File: src/rtl/wb_port_arbiter.sv
// wb_port_arbiter
//
// Schedules the single general-register write port at the write-back
// boundary. There are three writers:
//   - the in-order pipeline write-back stream, which has priority
//   - the multi-cycle divider
//   - the load/store unit's late-return path
// The divider and the LSU share the slots the pipeline leaves free, in
// round-robin order. A starvation counter forces a one-cycle pipeline stall
// so that a pending secondary result always drains.
//
// Ports:
//   clk, rst                      clock (rising edge); async active-high reset
//   pipe_we_i/waddr_i/wdata_i     pipeline write-back request
//   div_valid_i/waddr_i/wdata_i   divider result; div_ready_o accepts it
//   lsu_valid_i/waddr_i/wdata_i   LSU late-load result; lsu_ready_o accepts it
//   pipe_stall_o                  registered; pipeline freezes and re-presents
//   reg_we_o/waddr_o/wdata_o      registered register-file write triple
module wb_port_arbiter #(
  parameter int DW           = 32,
  parameter int AW           = 5,
  parameter int STARVE_LIMIT = 8
) (
  input  logic          clk,
  input  logic          rst,
  input  logic          pipe_we_i,
  input  logic [AW-1:0] pipe_waddr_i,
  input  logic [DW-1:0] pipe_wdata_i,
  input  logic          div_valid_i,
  input  logic [AW-1:0] div_waddr_i,
  input  logic [DW-1:0] div_wdata_i,
  output logic          div_ready_o,
  input  logic          lsu_valid_i,
  input  logic [AW-1:0] lsu_waddr_i,
  input  logic [DW-1:0] lsu_wdata_i,
  output logic          lsu_ready_o,
  output logic          pipe_stall_o,
  output logic          reg_we_o,
  output logic [AW-1:0] reg_waddr_o,
  output logic [DW-1:0] reg_wdata_o
);

  localparam logic [7:0] LIMIT = 8'(STARVE_LIMIT);

  typedef enum logic [0:0] {RUN, STALL} state_t;

  state_t      state_q, state_d;
  logic        rr_q, rr_d;
  logic [7:0]  starve_cnt_q, starve_cnt_d;

  logic          sec_slot_p0;
  logic          div_pick_p0;
  logic          lsu_pick_p0;
  logic          pipe_grant_p0;
  logic          vld_p0;
  logic [AW-1:0] waddr_p0;
  logic [DW-1:0] wdata_p0;

  logic          vld_p1;
  logic [AW-1:0] waddr_p1;
  logic [DW-1:0] wdata_p1;

  // Stage p0: grant selection, handshake, next-state
  always_comb begin
    state_d       = state_q;
    rr_d          = rr_q;
    starve_cnt_d  = starve_cnt_q;
    sec_slot_p0   = 1'b0;
    div_pick_p0   = 1'b0;
    lsu_pick_p0   = 1'b0;
    pipe_grant_p0 = 1'b0;
    div_ready_o   = 1'b0;
    lsu_ready_o   = 1'b0;
    vld_p0        = 1'b0;
    waddr_p0      = pipe_waddr_i;
    wdata_p0      = pipe_wdata_i;

    // In STALL the pipeline request is ignored; the upstream re-presents it.
    pipe_grant_p0 = (state_q == RUN) && pipe_we_i;
    sec_slot_p0   = !pipe_grant_p0;

    // Preferred source wins if valid, otherwise the other one. Built from
    // valids only, so neither ready ever depends on a ready.
    div_pick_p0 = div_valid_i && (!rr_q || !lsu_valid_i);
    lsu_pick_p0 = lsu_valid_i && ( rr_q || !div_valid_i);

    div_ready_o = !rst && sec_slot_p0 && div_pick_p0;
    lsu_ready_o = !rst && sec_slot_p0 && lsu_pick_p0;

    if (pipe_grant_p0) begin
      vld_p0   = 1'b1;
      waddr_p0 = pipe_waddr_i;
      wdata_p0 = pipe_wdata_i;
    end else if (div_ready_o) begin
      vld_p0   = 1'b1;
      waddr_p0 = div_waddr_i;
      wdata_p0 = div_wdata_i;
    end else if (lsu_ready_o) begin
      vld_p0   = 1'b1;
      waddr_p0 = lsu_waddr_i;
      wdata_p0 = lsu_wdata_i;
    end

    // Point at the source that was not granted.
    if (div_ready_o) begin
      rr_d = 1'b1;
    end else if (lsu_ready_o) begin
      rr_d = 1'b0;
    end

    if (div_ready_o || lsu_ready_o || (!div_valid_i && !lsu_valid_i)) begin
      starve_cnt_d = 8'd0;
    end else if (starve_cnt_q < LIMIT) begin
      starve_cnt_d = starve_cnt_q + 8'd1;
    end

    case (state_q)
      RUN:     state_d = (starve_cnt_q == LIMIT) ? STALL : RUN;
      STALL:   state_d = RUN;
      default: state_d = RUN;
    endcase
  end

  always_ff @(posedge clk or posedge rst) begin
    if (rst) begin
      state_q      <= RUN;
      rr_q         <= 1'b0;
      starve_cnt_q <= 8'd0;
    end else begin
      state_q      <= state_d;
      rr_q         <= rr_d;
      starve_cnt_q <= starve_cnt_d;
    end
  end

  // Stage p1: registered write toward the register file
  always_ff @(posedge clk or posedge rst) begin
    if (rst) begin
      vld_p1   <= 1'b0;
      waddr_p1 <= '0;
      wdata_p1 <= '0;
    end else begin
      // x0 grants consume the slot but never write the register file.
      vld_p1 <= vld_p0 && (waddr_p0 != '0);
      if (vld_p0) begin
        waddr_p1 <= waddr_p0;
        wdata_p1 <= wdata_p0;
      end
    end
  end

  assign reg_we_o     = vld_p1;
  assign reg_waddr_o  = waddr_p1;
  assign reg_wdata_o  = wdata_p1;
  assign pipe_stall_o = (state_q == STALL);

endmodule

File: config.mk
export PLATFORM = sky130hd
export DESIGN_NAME = wb_port_arbiter
export DESIGN_NICKNAME = d
export VERILOG_FILES = /design/src/rtl/wb_port_arbiter.sv
export SDC_FILE = /design/constraint.sdc
export NUM_CORES = 1
export LEC_CHECK = 0
export ABC_AREA = 1
export CAP_MARGIN = 20
export CORE_ASPECT_RATIO = 0.7
export CORE_MARGIN = 1
export CORE_UTILIZATION = 35
export DETAILED_ROUTE_END_ITERATION = 7
export PLACE_DENSITY = 0.82
export RECOVER_POWER = 50
export SYNTH_ARGS = -nofsm -noshare
export SYNTH_HDL_FRONTEND = slang
export SYNTH_SLANG_ARGS = --single-unit
File: constraint.sdc
create_clock -name clk -period 4.55 [get_ports clk]
set_clock_uncertainty 0.1 [all_clocks]
set_input_delay 1.365 -clock clk [delete_from_list [all_inputs] [get_ports clk]]
set_output_delay 1.365 -clock clk [all_outputs]
set_load 0.01 [all_outputs]
==> out/summary.txt <==
====================================================================================================
Result of the run .....................................................................    completed
Max_slew headroom .....................................................................        37.8%
Sequential fraction of the synthesis area .............................................        48.4%
Chip Width ............................................................................       103 µm
Endpoint type of the worst setup path .................................................  output port
Cell taking the most area after synthesis .............................................      dfrtp_1
Slew of the pin with the lowest slew margin ...........................................       932 ps
Synth top area share ..................................................................        48.4%
Maximum buffer depth of the clock tree ................................................            2
CTS root buf ..........................................................................     clkbuf_8
Post-route cell area ..................................................................     4220 µm²
FF+latch count, synth .................................................................           48
Die Height ............................................................................      72.5 µm
Maximum frequency from static timing analysis .........................................    0.230 GHz
Vias in the first global route ........................................................         2681
Rows ..................................................................................           25
Clock-pin slew reported for the worst setup and hold paths after clock tree synthesis .        90 ps
Max_cap viols .........................................................................            0
Final Max Tran Viols ..................................................................            0
Initial Utilization ...................................................................        36.4%
CP required ...........................................................................      3080 ps
Endpoints failing hold ................................................................            0
Area of the core ......................................................................     6820 µm²
Residual antenna-violating net count after detailed routing ...........................            0
Number of placed I/O pins .............................................................          157
Number of gates resized after CTS .....................................................            0
Share of the core filled with cells in the final layout ...............................        61.8%
Number of vias after detailed routing .................................................         2773
Antenna diode count ...................................................................            0
Setup fix buffers added after clock tree synthesis ....................................            0
Buffers on Ports ......................................................................          156
Number of antenna violations at the first check in global routing .....................            0
Hold slack final ......................................................................       393 ps
Clock buffers created by TritonCTS ....................................................            5
All-Layer GR Usage ....................................................................        22.6%
GPL Wtd Cong ..........................................................................        0.856
Worst EP arrival ......................................................................      2880 ps
Via/cell ratio ........................................................................         5.05
Highest fanout seen on the critical path ..............................................            4
Setup violation total in the final timing report ......................................            0
Share of the clock period used by the worst path ......................................        95.6%
Iteration-0 DRC Markers ...............................................................          101
Mean routed wirelength per cell .......................................................      15.4 µm
Final HPWL from detailed placement ....................................................      6250 µm
DP Area ...............................................................................     4100 µm²
Final critical-path setup slack .......................................................       201 ps
Final nets ............................................................................          572
Leakage power figure ..................................................................      1.77 nW
Pre-antenna DRT Iters .................................................................            4
Final global-route overflow total .....................................................            0
Clock tree from TritonCTS .............................................................          yes
Wirelength, routed ....................................................................      8460 µm
Largest net degree at the start of global routing .....................................           50
Startpoint kind of the worst setup timing path ........................................    input pin
Peak VDD IR ...........................................................................     0.158 mV
Type of the worst setup path .......................................................... input pin to output port
Largest cells by area after synthesis ................................................. dfrtp_1, nand2_1, o21ai_1
Setup repair after global routing missed its margin ...................................           no
Clock sinks ...........................................................................           48
Commonest non-fill, non-tap cells in the layout ....................................... clkdlybuf4s50_1, nand2_1, dfrtp_1, o21ai_1, a21oi_1
Path type of the worst min-delay path ................................................. register to register
# DRC .................................................................................            0
YS warnings ...........................................................................            0
H-tree depth ..........................................................................            2
Shortest period the worst path allows .................................................      4350 ps
Number of buffers inserted by hold repair at cts ......................................            0
Synth cell types ......................................................................           26
Areal power density over the cells ....................................................   316 nW/µm²
Nets in the synthesized netlist .......................................................          420
Post-synthesis instance area ..........................................................     2480 µm²
Post-synthesis area per instance ......................................................     8.22 µm²
Commonest non-fill, non-tap cell in the layout ........................................ clkdlybuf4s50_1
Die Footprint .........................................................................     7440 µm²
Minimum setup slack after placement ...................................................       202 ps
Share of cells above drive strength 1 .................................................        5.93%
Cell count after synthesis ............................................................          302
Setup TNS .............................................................................         0 ps
First-pass GRT wire length ............................................................     12800 µm
Clock latency on the worst-skew pair ..................................................       300 ps
Area Growth Syn to Fin ................................................................        69.8%
====================================================================================================
==> worst max-delay path, cell delays in order <==
cell             delay (ps)
clkdlybuf4s50_1         520
a21boi_2                310
nand2_4                  70
inv_1                    90
clkdlybuf4s50_1         540
==> cells in the mapped netlist <==
cell type / number
inv_2: 3
nor4_1: 1
nand3b_1: 4
a21boi_2: 1
o22ai_1: 27
o21ai_0: 15
ha_1: 2
nor2_1: 13
buf_6: 4
nand4_1: 1
inv_1: 22
nand3_1: 6
a21oi_1: 34
nor2_2: 1
clkbuf_1: 6
nor3_1: 1
o21ai_1: 37
buf_2: 6
inv_4: 1
nand2_4: 4
nand4_4: 1
dfrtp_1: 48
nand2_2: 1
nand2_1: 61
buf_4: 1
a31oi_1: 1
==> routing by layer <==
metal  up-vias  GRT usage [%]  share of wire (%)
li1       1332              -                  -
met1      1295           29.0                 43
met2       137           37.4                 46
met3         9           6.84                 10
met4         0           5.71               0.90
met5         -              0                  0
==> final cells by class <==
cell class,instances,area (µm²)
fill,586,2600
sequential,48,1200
tap,94,118
clock buffer,5,68.8
inverter,26,100
multi-input combinational,211,1080
clock inverter,3,42.5
timing repair buffer,162,1610
==> where the power goes <==
part	internal, W	leakage, nW	total, W	switching [W]
combinational	0.000258	1.14	0.000477	0.000219
clock	0.000163	0.0541	0.000311	0.000148
sequential	0.000505	0.582	0.000546	0.0000408
==> metrics by stage <==
stage | instances | total power [W]
5_1_grt | 549 | 0.00141
2_1_floorplan | 302 | 0.000762
4_1_cts | 549 | 0.00136
3_3_place_gp | 541 | 0.00103
6_report | 549 | 0.00133
3_5_place_dp | 541 | 0.00105
==> cell families (layout without fill, tap and decap cells) <==
kind of cell / Yosys count / count (layout) / synth area share (%)
buffers and inverters: 43 / 196 / 8.27
adders and majority gates: 2 / 2 / 1.01
DFF: 48 / 48 / 48.4
and+or+nand+nor: 94 / 94 / 17.5
AOI/OAI and AO/OA: 115 / 115 / 24.8
==> state kept, by name, summed over array words and instances, names as in the netlist <==
signal and cells:
reg_wdata_o 32, starve_cnt_q 8, reg_waddr_o 5, pipe_stall_o 1
reg_we_o 1, rr_q 1
==> worst paths after layout <==
path | slack [ps] | end | cells past startpoint | startpoint
setup / recovery | 200 | lsu_ready_o | 5 | div_valid_i
hold / removal | 390 | reg_wdata_o[6] | 2 | reg_wdata_o[6]
setup reg to reg | 2150 | reg_wdata_o[17] | 12 | pipe_stall_o
hold reg to reg | 390 | reg_wdata_o[6] | 2 | reg_wdata_o[6]
max in group asynchronous | 2270 | reg_wdata_o[30] | 3 | rst
min in group asynchronous | 1670 | reg_we_o | 3 | rst
Note: power is estimated with default switching activity, not from simulation.
